--- src/rtl/score_bcd_driver.sv ---
// score_bcd_driver: sequential binary-to-BCD converter for the blackjack score
// display. Converts a saturated 6-bit score with a shift-add-3 engine and
// drives the dual 7-segment decoder's digit and blanking inputs.
module score_bcd_driver #(
  parameter int unsigned BLINK_DIV = 8,
  parameter int unsigned MAX_SCORE = 39
) (
  input  logic       CLK,
  input  logic       RST,
  input  logic       START,
  input  logic [5:0] BIN,
  input  logic       BLANK,
  input  logic       BLINK,
  output logic       BUSY,
  output logic       DONE,
  output logic       OVR,
  output logic [1:0] DIGIT_H,
  output logic [3:0] DIGIT_L,
  output logic       OFF
);

  localparam logic [0:0]  IDLE    = 1'b0;
  localparam logic [0:0]  SHIFT   = 1'b1;
  localparam logic [2:0]  N_SHIFT = 3'd6;
  localparam logic [5:0]  MAX6    = 6'(MAX_SCORE);
  localparam logic [15:0] DIV_M1  = 16'(BLINK_DIV - 1);

  logic [0:0]  state;
  logic [5:0]  sh;
  logic [3:0]  tens;
  logic [3:0]  units;
  logic [2:0]  cnt;
  logic [15:0] blink_cnt;
  logic        phase;

  logic [3:0]  tens_adj;
  logic [3:0]  units_adj;
  logic [3:0]  tens_nx;
  logic [3:0]  units_nx;
  logic [5:0]  sh_nx;
  logic [5:0]  bin_sat;

  // One double-dabble step: add-3 correction on each nibble, then shift left.
  always_comb begin
    tens_adj  = (tens  >= 4'd5) ? tens  + 4'd3 : tens;
    units_adj = (units >= 4'd5) ? units + 4'd3 : units;
    {tens_nx, units_nx, sh_nx} = {tens_adj, units_adj, sh} << 1;
    bin_sat   = (BIN > MAX6) ? MAX6 : BIN;
  end

  // Conversion FSM; output digits only update on the final shift.
  always_ff @(posedge CLK or negedge RST) begin
    if (!RST) begin
      state   <= IDLE;
      sh      <= '0;
      tens    <= '0;
      units   <= '0;
      cnt     <= '0;
      BUSY    <= 1'b0;
      DONE    <= 1'b0;
      OVR     <= 1'b0;
      DIGIT_H <= '0;
      DIGIT_L <= '0;
    end else begin
      DONE <= 1'b0;
      case (state)
        IDLE: begin
          if (START) begin
            sh    <= bin_sat;
            tens  <= '0;
            units <= '0;
            cnt   <= N_SHIFT;
            BUSY  <= 1'b1;
            OVR   <= (BIN > MAX6);
            state <= SHIFT;
          end
        end
        SHIFT: begin
          sh    <= sh_nx;
          tens  <= tens_nx;
          units <= units_nx;
          cnt   <= cnt - 3'd1;
          if (cnt == 3'd1) begin
            DIGIT_H <= tens_nx[1:0];
            DIGIT_L <= units_nx;
            DONE    <= 1'b1;
            BUSY    <= 1'b0;
            state   <= IDLE;
          end
        end
        default: state <= IDLE;
      endcase
    end
  end

  // Blink timebase: free-running only while BLINK is high.
  always_ff @(posedge CLK or negedge RST) begin
    if (!RST) begin
      blink_cnt <= '0;
      phase     <= 1'b0;
    end else if (!BLINK) begin
      blink_cnt <= '0;
      phase     <= 1'b0;
    end else if (blink_cnt == DIV_M1) begin
      blink_cnt <= '0;
      phase     <= ~phase;
    end else begin
      blink_cnt <= blink_cnt + 16'd1;
    end
  end

  // Registered display blank; BLANK overrides the blink phase.
  always_ff @(posedge CLK or negedge RST) begin
    if (!RST) OFF <= 1'b1;
    else      OFF <= BLANK | (BLINK & phase);
  end

endmodule

--- config.mk ---
export PLATFORM = sky130hd
export DESIGN_NAME = score_bcd_driver
export DESIGN_NICKNAME = d
export VERILOG_FILES = /design/src/rtl/score_bcd_driver.sv
export SDC_FILE = /design/constraint.sdc
export NUM_CORES = 1
export LEC_CHECK = 0
export BUFFER_PORTS_ARGS = -buffer_cell sky130_fd_sc_hd__buf_2
export CAP_MARGIN = 30
export CORE_MARGIN = 1
export CORE_UTILIZATION = 58
export DETAILED_ROUTE_END_ITERATION = 8
export HOLD_SLACK_MARGIN = 0.12
export MAX_ROUTING_LAYER = met4
export PLACE_DENSITY = 0.88
export REMOVE_ABC_BUFFERS = 1
export SLEW_MARGIN = 15
export SYNTH_ARGS = -nofsm -noshare
export SYNTH_HDL_FRONTEND = slang
export SYNTH_SLANG_ARGS = --single-unit
--- constraint.sdc ---
create_clock -name CLK -period 2.1 [get_ports CLK]
set_clock_uncertainty 0.15 [all_clocks]
set_input_delay 0.21 -clock CLK [delete_from_list [all_inputs] [get_ports CLK]]
set_output_delay 0.21 -clock CLK [all_outputs]
set_load 0.1 [all_outputs]
Word-level counts from Yosys, hierarchy flattened
Index checks and enable logic that the tools add are counted.
Storage, ports and cells
  bits in registers: 45
  input port bits: 11
  output and inout port bits: 10
  word-level logic and storage cells: 54
Cells by class
  add/subtract/negate cells: 4
  magnitude comparators: 3
  equality and inequality tests: 5
  multiplexer cells: 22
  bitwise logic cells: 4
  reductions and logical operators: 3
Operators by type and width (number)
  $mux W16: 2
  $add A16 B1 Y16 const B: 1
  $eq A16 B3 Y1 const B: 1
  $pmux W4 S2: 2
  $mux W6: 2
  $pmux W6 S2: 1
  $ge A4 B3 Y1 const B: 2
  $mux W1: 8
  $mux W4: 2
  $gt A6 B6 Y1 const B: 1
  $mux W3: 2
  $pmux W3 S2: 1
  $reduce_and A2 Y1: 3
  $add A4 B2 Y4 const B: 1
  $ne A2 B1 Y1 const B: 2
  $pmux W1 S2: 2
  $add A3 B2 Y3 const B: 1
  $eq A3 B1 Y1 const B: 1
  $sub A3 B1 Y3 const B: 1
  $ne A2 B2 Y1 const B: 1
  $not A1 Y1: 2
  $and A1 B1 Y1: 1
  $or A1 B1 Y1: 1

Longest topological paths before layout
Gate-level depths: netlist of the first run.
  depth after elaboration: 4
  depth in mapped cells: 6

Worst setup path after synthesis of the first run
Ideal clock, no wire load.
  path type: register to register
  start: register units[0]
  end: register DIGIT_L[2]
  library setup time: 0.083 ns
  data arrival time: 1.404 ns
  path slack: 0.464 ns
  stages on the path, launching flop included: 7
  buffers on the path: 0
  cell sequence: dfrtp_1 -> inv_1 -> ha_1 -> nand2b_1 -> a21oi_1 -> mux2_2 -> o21ai_0
Between the ends
  longest elaborated chain between the ends: 2
  elaborated cells between the ends (all ways): 3
  classes of those cells: add/sub (1); order compare (1); mux (1)
RTL lines
  from (decl): line 31  | logic [3:0] units;
  from (signal assigned): line 81  | units <= units_nx;
  $add A4 B2 Y4 / $ge A4 B3 Y1 (equally long branches): line 46  | units_adj = (units >= 4'd5) ? units + 4'd3 : units;
  $mux W4 *: line 46
  to (signal assigned): line 85  | DIGIT_L <= units_nx;
  to (decl): line 18  | output logic [3:0] DIGIT_L,
Mark *: on every way between the ends. The rest lies on a longest branch, timed or not.
A chain may end at the register's enable or synchronous reset.

Worst setup path in the final report of the first run
Same ends and word-level chain as after synthesis.

==> results.ini, run 1 <==
[logic_synthesis]
yosysWarningCount = 0
avgSynthCellArea_sq_um = 10.3
synth_edf_count = 0
async_reset_ff_share_pct = 100
syn_area_sq_um = 2180
synth_cell_type_count = 34
ys_ff_latch = 45
yosysSeqAreaShare_pct = 51.7
postSynthCellCount = 212
synth_ff_type = dfrtp_1

[placement]
dp_cells = 274
place_ws_ns = 0.321
place_area_sq_um = 2330
hpwl_mm = 2.63
portBuffers = 20
place_congestion = 0.822

[clock_network]
postCtsSetupBuffers = 0
numCtsBuffers = 5
cts_resized = 0
clk_pin_slew_ns = 0.08
cts_root_buf = clkbuf_8
clock_latency_ns = 0.30
postCtsHoldBufs = 7
cts_tree = done
cts_max_level = 2
clockBufferDepth = 2
cts_sinks = 45

[sta]
fin_crit_sh_pct = 85.9
rsz0062_at_grt = no
worstMarginPinSlew_ns = 0.481
fmax_ghz = 0.554
tns_ns = 0
fin_crit_ns = 1.80
drv_slew = 0
slew_headroom_pct = 67.9
setup_viol = 0
hold_slack_ns = 0.155
hold_violations = 0
fin_ws_ns = 0.296

[floorplan]
dieArea_sq_um = 4010
start_util_pct = 62.9
rows = 21
die_w_microns = 63.3
io_pins = 21
core_area_sq_um = 3470
fp.dieH_microns = 63.3

[finish]
diodes = 0
finalCoreUtilization_pct = 71.9
synthToLayoutAreaGrowth_pct = 14.4
final_cells = 290
final_nets = 261
drive_gt1_share_pct = 17.2
design_area_sq_um = 2490

[critical_path]
cp.arrival_ns = 1.86
endpoint_kind = register
worstPathMaxFanout = 3
critPathMaxStageDelay_ns = 0.40
cp_top_family = flip-flops
criticalPathCategory = reg2reg
crit_required_ns = 2.16
cp-start-kind = register
cp_cell_sequence = inv_1 > ha_1 > nand2b_1 > a21oi_1 > mux2_2 > o21ai_0
cp_num_buf_inv = 1
critPathSlowestCell = dfrtp_1

[pwr]
clock_power_share_pct = 15.7
swShare_pct = 45.0
power_frac_seq_pct = 39.5
power_density_nw_per_um2 = 1300
p_leak_nw = 1.18
switching_power_mw = 1.46
p_comb_share_pct = 44.7
power_mw = 3.24
vdd_ir_drop_max_mv = 0.848
intPower_mw = 1.78

[grt]
grt_overflow_total = 0
grt_use_total_pct = 22.5
grt_pass1_vias = 1605
grt_max_degree = 21
grt_antenna_before_repair = 0
grt_pass1_wl_mm = 6.73

[route]
ant_nets = 0
remaining_drc_errors = 0
vias = 1584
drt_iter0_markers = 76
first_pass_iters = 4
wirelength_mm = 3.81
vias_per_cell = 5.46
wire_per_inst_microns = 13.2

[worst_hold_path]
hold_path.class = in2reg

[status]
outcome = finished, final reports clean

[job]
cap_violations = 0

==> layer usage <==
layer  up-vias  global-route usage, %  share of wire [%]
met5         -                      -                  0
met3         9                   4.17                3.2
met1       764                   27.3                 46
li1        771                      -                  -
met2        40                   36.4                 49
met4         0                   10.2                2.1
==> cell usage in the layout, fill, tap and decap left out, drive strengths merged, types with 3 or more instances in the layout <==
cell type,n
a21o,3
a21oi,7
buf,24
clkbuf,6
dfrtp,44
dlygate4sd3,8
ha,7
inv,9
mux2i,10
nand2,23
nand2b,9
nand3,5
nand4,4
nor2,22
nor3,8
nor3b,4
nor4,7
o21ai,13
xnor2,16
==> state kept, by name, indices dropped and copies added, names as in the netlist, 2 cells and up <==
signal     count
DIGIT_L        4
tens           4
DIGIT_H        2
blink_cnt     16
units          4
sh             6
cnt            3
==> cells by family after synthesis <==
logic type / after synthesis / synth area share, %
buffers and inverters: 17 / 3.21
AO/OA/AOI/OAI: 26 / 6.54
multiplexers: 11 / 5.11
adder cells (fa/ha/maj): 7 / 4.02
flip-flops: 45 / 51.7
AND/OR/NAND/NOR: 88 / 22.2
XOR/XNOR: 18 / 7.23
==> worst min-delay path: stages <==
cell	delay, ns
buf_2	0.09
o21ai_0	0.10
o21ai_0	0.16
==> final cells by class <==
class	count	area, sq um
fillers	253	973
well taps	46	57.6
clock inverters	2	10.0
repair buffers	32	210
multi-input cells	150	983
flip-flops and latches	45	1130
inverters	9	33.8
clock buffers	6	72.6
==> power groups by stage <==
| stage | clock network, mW | logic [mW] | registers, mW |
|---|---|---|---|
| 2_1_floorplan | 0 | 0.601 | 1.82 |
| 3_3_place_gp | 0 | 1.39 | 1.28 |
| 3_5_place_dp | 0 | 1.44 | 1.29 |
| 4_1_cts | 0.521 | 1.46 | 1.28 |
| 5_1_grt | 0.552 | 1.57 | 1.31 |
| 6_report | 0.510 | 1.45 | 1.28 |
==> Yosys cell counts, types with 4 or more instances <==
cell	n	area share (%)
inv_1	9	1.5
o21ai_0	13	3.0
nor3_1	8	1.8
mux2i_1	10	4.6
nand3_1	5	1.1
nand2_1	22	3.8
xnor2_1	16	6.4
dfrtp_1	44	50
nor4_2	4	2.3
nor2_1	20	3.4
nand2b_1	9	2.6
nor3b_1	4	1.4
clkbuf_1	5	0.86
ha_1	7	4.0
a21oi_1	7	1.6
==> worst paths after layout <==
| check | start | endpoint | slack, ns | depth (start not counted) |
|---|---|---|---|---|
| min in group asynchronous | RST | blink_cnt[4] | 0.19 | 2 |
| setup reg to reg | units[0] | DIGIT_L[2] | 0.30 | 6 |
| hold reg to reg | blink_cnt[0] | blink_cnt[0] | 0.31 | 1 |
| hold / removal | BIN[3] | OVR | 0.16 | 3 |
| max in group asynchronous | RST | OFF | 1.01 | 3 |
| setup / recovery | units[0] | DIGIT_L[2] | 0.30 | 6 |
No activity file was read; power rests on OpenSTA's default activity.
==> run 2: changes to the inputs <==
- CORE_UTILIZATION: 58 -> 50
- PLACE_DENSITY: 0.88 -> 0.69
==> run 2 against run 1 <==
Net effect: sequential share of layout area decreased by 0.43 points; sequential power is essentially flat; critical path depth stayed put; routed wire length is 0.18% lower; die area grew 15%; clock-buffer cell count up 1; worst hold slack improved by 0.029 ns; critical endpoint unchanged; cell count grew 1.4%; non-clock buffer count is the same; flip-flop and latch count is the same; clock power increased by 15%.
==> results.ini, run 2 (synthesis gave the netlist of run 1 again) <==
[critical_path]
cp-start-kind = register
endpoint_kind = register
path_depth = 6  ; unchanged
crit_start = units[1]
worstPathMaxFanout = 3  ; unchanged
critPathMaxStageDelay_ns = 0.38  ; -0.02 ns
criticalPathCategory = reg2reg
cp_cell_sequence = inv_1 > ha_1 > nand2b_1 > a21oi_1 > mux2_2 > o21ai_0
cp_top_family = compound AO/OA/AOI/OAI gates
critPathSlowestCell = dfrtp_1
reg2reg_from = units[1]
cp.arrival_ns = 1.86  ; about the same
crit_required_ns = 2.16  ; about the same
reg2reg_depth = 6  ; unchanged
cp_num_buf_inv = 1  ; unchanged

[route]
wire_per_inst_microns = 12.9  ; -1.5%
vias = 1546  ; -2.4%
vias_per_cell = 5.26  ; -3.7%
wirelength_mm = 3.81  ; -0.18%
drt_iter0_markers = 72  ; -5.3%
first_pass_iters = 4  ; unchanged
ant_nets = 0  ; unchanged
remaining_drc_errors = 0  ; unchanged

[finish]
drive_gt1_share_pct = 17.6  ; +0.41 points
regArea_sq_um = 1130  ; unchanged
final_cells = 294  ; +1.4%
largest_reg_flops = 16  ; unchanged
largest-register = blink_cnt
multi_input_area_sq_um = 983  ; unchanged
layout_commonest_cell = dfrtp_1
reg_top3 = blink_cnt: 16 flops, sh: 6 flops
fill_cells = 355  ; +40%
synthToLayoutAreaGrowth_pct = 15.5
final_nets = 261  ; unchanged
final_cell_mix = dfrtp_1, nand2_1, nor2_1, buf_2, xnor2_1
diodes = 0  ; unchanged

[pwr]
p_leak_nw = 1.19  ; +0.79%
vdd_ir_drop_max_mv = 0.653  ; -23%
power_mw = 3.30  ; +1.8%
power_density_nw_per_um2 = 1310  ; +0.87%

[status]
outcome = finished, final reports clean

[floorplan]
rows = 23  ; +9.5%
core_area_sq_um = 4090  ; +18%
fp.dieH_microns = 68.0  ; +7.5%
start_util_pct = 53.4  ; -9.5 points
io_pins = 21  ; unchanged
die_w_microns = 68.0  ; +7.5%
dieArea_sq_um = 4630  ; +15%

[placement]
portBuffers = 20  ; unchanged
dp_cells = 278  ; +1.5%
hpwl_mm = 2.59  ; -1.5%
place_congestion = 0.770  ; -6.2%

[grt]
grt_use_total_pct = 20.5  ; -2.0 points
grt_overflow_total = 0  ; unchanged
grt_pass1_wl_mm = 6.78  ; +0.82%
grt_antenna_before_repair = 0  ; unchanged
grt_max_degree = 22  ; +4.8%
grt_pass1_vias = 1507  ; -6.1%

[worst_hold_path]
hold_depth = 3  ; unchanged
hold_path.class = in2reg
hp-start = START

[sta]
hold_slack_ns = 0.184  ; +0.0293 ns
tns_ns = 0  ; unchanged
rsz0062_at_grt = no
setup_viol = 0  ; unchanged
slew_headroom_pct = 67.6  ; -0.29 points
drv_slew = 0  ; unchanged
hold_violations = 0  ; unchanged
worstMarginPinSlew_ns = 0.490  ; +0.00921 ns
fmax_ghz = 0.556  ; +0.37%
fin_crit_sh_pct = 85.6  ; -0.32 points
fin_crit_ns = 1.80  ; -0.00671 ns

[clock_network]
clock_latency_ns = 0.30  ; about the same
clockBufferDepth = 2  ; unchanged
cts_sinks = 45  ; unchanged
clk_pin_slew_ns = 0.08  ; about the same
cts_root_buf = clkbuf_8
postCtsSetupBuffers = 0  ; unchanged
cts_tree = done
cts_max_level = 2  ; unchanged
numCtsBuffers = 5  ; unchanged

[job]
cap_violations = 0  ; unchanged

run 2: cell count changes in the layout (fill, tap and decap cells not counted), sizes merged:
cell    change
clkbuf      +1
clkinv      -1
run 2: cell type report:
type	instances	area share [%]
clock buffers	7	3.83
clock inverters	1	0.199
inverters	9	1.34
multi-input cells	150	39.0
flip-flops and latches	45	44.8
well taps	50	2.48
repair buffers	32	8.35
run 2: per-stage QoR:
| step | util (%) | cell area, sq um | setup WS, ns |
|---|---|---|---|
| finish | 61.6 | 2520 | 0.303 |
| floorplan | - | 2140 | 0.428 |
| global placement | 57.2 | 2340 | 0.404 |
| detailed placement | 57.2 | 2340 | 0.304 |
| CTS | 61.6 | 2520 | 0.285 |
| global route | 61.6 | 2520 | 0.135 |
run 2: per-layer routing:
layer,track usage (%),up-vias,share of wire [%]
met5,-,-,0
met2,31.0,34,45
met3,5.00,7,3.6
li1,-,778,-
met1,26.7,727,49
met4,7.55,0,1.8
run 2: what timing repair did:
item,in CTS,in global routing
resized for setup,0,0
hold endpoints to repair,51,0
hold buffers,8,0
run 2: power breakdown:
group	internal [mW]	switching, mW	leakage [nW]
combinational	0.444	1.01	0.549
clock	0.298	0.289	0.0542
sequential	1.11	0.149	0.585
total	1.85	1.45	1.19
run 2: worst paths after layout:
kind	to	slack [ns]
max reg2reg	DIGIT_L[2]	0.30
min reg2reg	blink_cnt[0]	0.31
max in group asynchronous	OFF	0.96
min	state	0.18
max	DIGIT_L[2]	0.30
min in group asynchronous	units[3]	0.22
run 2: worst register-to-register path, stage by stage, from the launching register on:
cell	delay [ns]
dfrtp_1	0.38
inv_1	0.08
ha_1	0.18
nand2b_1	0.15
a21oi_1	0.24
mux2_2	0.37
o21ai_0	0.16
==> run 3: changes to the inputs <==
- CORE_UTILIZATION: 50 -> 40
- PLACE_DENSITY: 0.69 -> default
- SLEW_MARGIN: 15 -> 20
==> run 3 against run 2 <==
Net effect: power rose by 2.4%; core utilization down 12 points; non-clock buffer count down 1; clock power is 15% higher; critical path type unchanged; sequential power barely moved; routed wire length grew 1.7%; fmax increased by 2.0%; critical path depth is the same; cell count is 6.5% higher; design area rose by 1.8%.
==> results.ini, run 3 (synthesis gave the netlist of run 1 again) <==
[status]
outcome = finished, final reports clean

[route]
vias = 1484  ; -4.0%
drt_iter0_markers = 64  ; -11%
wire_per_inst_microns = 12.4  ; -4.4%
first_pass_iters = 4  ; unchanged
vias_per_cell = 4.74  ; -9.8%
wirelength_mm = 3.87  ; +1.7%
ant_nets = 0  ; unchanged
remaining_drc_errors = 0  ; unchanged

[sta]
setup_viol = 0  ; unchanged
drv_slew = 0  ; unchanged
tns_ns = 0  ; unchanged
fin_crit_sh_pct = 83.9  ; -1.7 points
worstMarginPinSlew_ns = 0.552  ; +0.0617 ns
rsz0062_at_grt = no
slew_headroom_pct = 63.2  ; -4.3 points
hold_violations = 0  ; unchanged
fmax_ghz = 0.568  ; +2.0%
fin_crit_ns = 1.76  ; -0.0357 ns

[finish]
final_cells = 313  ; +6.5%
largest_reg_flops = 16  ; unchanged
drive_gt1_share_pct = 16.9  ; -0.75 points
final_nets = 260  ; -0.38%
synthToLayoutAreaGrowth_pct = 17.6
diodes = 0  ; unchanged
final_cell_mix = dfrtp_1, nand2_1, nor2_1, buf_2, xnor2_1
largest-register = blink_cnt
reg_top3 = blink_cnt: 16 flops, sh: 6 flops
layout_commonest_cell = dfrtp_1

[floorplan]
fp.dieH_microns = 75.8  ; +11%
io_pins = 21  ; unchanged
start_util_pct = 42.2  ; -11 points
die_w_microns = 75.8  ; +11%
core_area_sq_um = 5170  ; +27%
rows = 26  ; +13%
dieArea_sq_um = 5750  ; +24%

[placement]
portBuffers = 20  ; unchanged
place_congestion = 0.804  ; +4.4%
dp_cells = 297  ; +6.8%
hpwl_mm = 2.57  ; -0.51%

[critical_path]
cp-start-kind = register
worstPathMaxFanout = 3  ; unchanged
endpoint_kind = register
criticalPathCategory = reg2reg
cp.arrival_ns = 1.83  ; -0.03 ns
crit_required_ns = 2.17  ; about the same

[job]
cap_violations = 0  ; unchanged

[grt]
grt_max_degree = 24  ; +9.1%
grt_antenna_before_repair = 0  ; unchanged
grt_pass1_wl_mm = 6.76  ; -0.29%
grt_pass1_vias = 1445  ; -4.1%
grt_overflow_total = 0  ; unchanged
grt_use_total_pct = 16.5  ; -4.0 points

[worst_hold_path]
hold_path.class = in2reg

[pwr]
vdd_ir_drop_max_mv = 1.08  ; +65%
p_leak_nw = 1.19  ; +0.34%
power_density_nw_per_um2 = 1320  ; +0.62%

[clock_network]
clock_latency_ns = 0.30  ; about the same
cts_max_level = 2  ; unchanged
numCtsBuffers = 5  ; unchanged
clk_pin_slew_ns = 0.08  ; about the same
cts_tree = done
cts_resized = 0  ; unchanged
cts_root_buf = clkbuf_8
cts_sinks = 45  ; unchanged
clockBufferDepth = 2  ; unchanged
postCtsSetupBuffers = 0  ; unchanged
postCtsHoldBufs = 8  ; unchanged

==> run 3: routing by layer <==
| layer | vias up | global-route usage [%] | part of all wire, % |
|---|---|---|---|
| li1 | 771 | - | - |
| met1 | 685 | 22.5 | 54 |
| met2 | 23 | 22.9 | 41 |
| met3 | 5 | 4.50 | 3.0 |
| met4 | 0 | 7.20 | 1.9 |
| met5 | - | - | 0 |
==> run 3: metrics by stage <==
stage | utilization, % | worst slack [ns] | total power, mW | area [sq um] | hold slack [ns]
final | 49.6 | 0.338 | 3.38 | 2560 | 0.141
after global routing | 49.6 | 0.175 | 3.63 | 2560 | 0.172
after CTS | 49.6 | 0.323 | 3.42 | 2560 | 0.148
after floorplan | - | 0.428 | 2.42 | 2140 | -0.236
after global placement | 45.8 | 0.398 | 2.71 | 2370 | 0.0796
after detailed placement | 45.8 | 0.367 | 2.73 | 2370 | 0.0803
==> run 3: worst paths after layout <==
| path | start | end | slack (ns) | cells past startpoint |
|---|---|---|---|---|
| min in group asynchronous | RST | blink_cnt[12] | 0.28 | 2 |
| setup / recovery | units[0] | units[2] | 0.34 | 6 |
| setup reg to reg | units[0] | units[2] | 0.34 | 6 |
| hold / removal | BIN[3] | OVR | 0.14 | 3 |
| hold reg to reg | DIGIT_H[0] | DIGIT_H[0] | 0.33 | 2 |
| max in group asynchronous | RST | OFF | 0.93 | 3 |
==> run 3: worst max-delay path: stages (launching register included) <==
cell and delay (ns):
dfrtp_1 0.40, inv_1 0.12, ha_1 0.20, nand2b_1 0.07, a21oi_1 0.22, mux2_2 0.38, mux2i_1 0.14
==> run 3: where the power goes <==
group          total, mW  leakage (nW)  switching (mW)  internal [mW]
logic               1.43         0.548           0.988          0.444
registers           1.27         0.585           0.167           1.10
clock network      0.674        0.0585           0.286          0.388
total               3.38          1.19            1.44           1.94
==> run 3: layout make-up <==
cell class / instances / area [sq um]
clock inverters: 1 / 30.0
repair buffers: 31 / 215
inverters: 9 / 33.8
well taps: 70 / 87.6
fillers: 485 / 2610
clock buffers: 7 / 86.3
flip-flops and latches: 45 / 1130
multi-input cells: 150 / 983
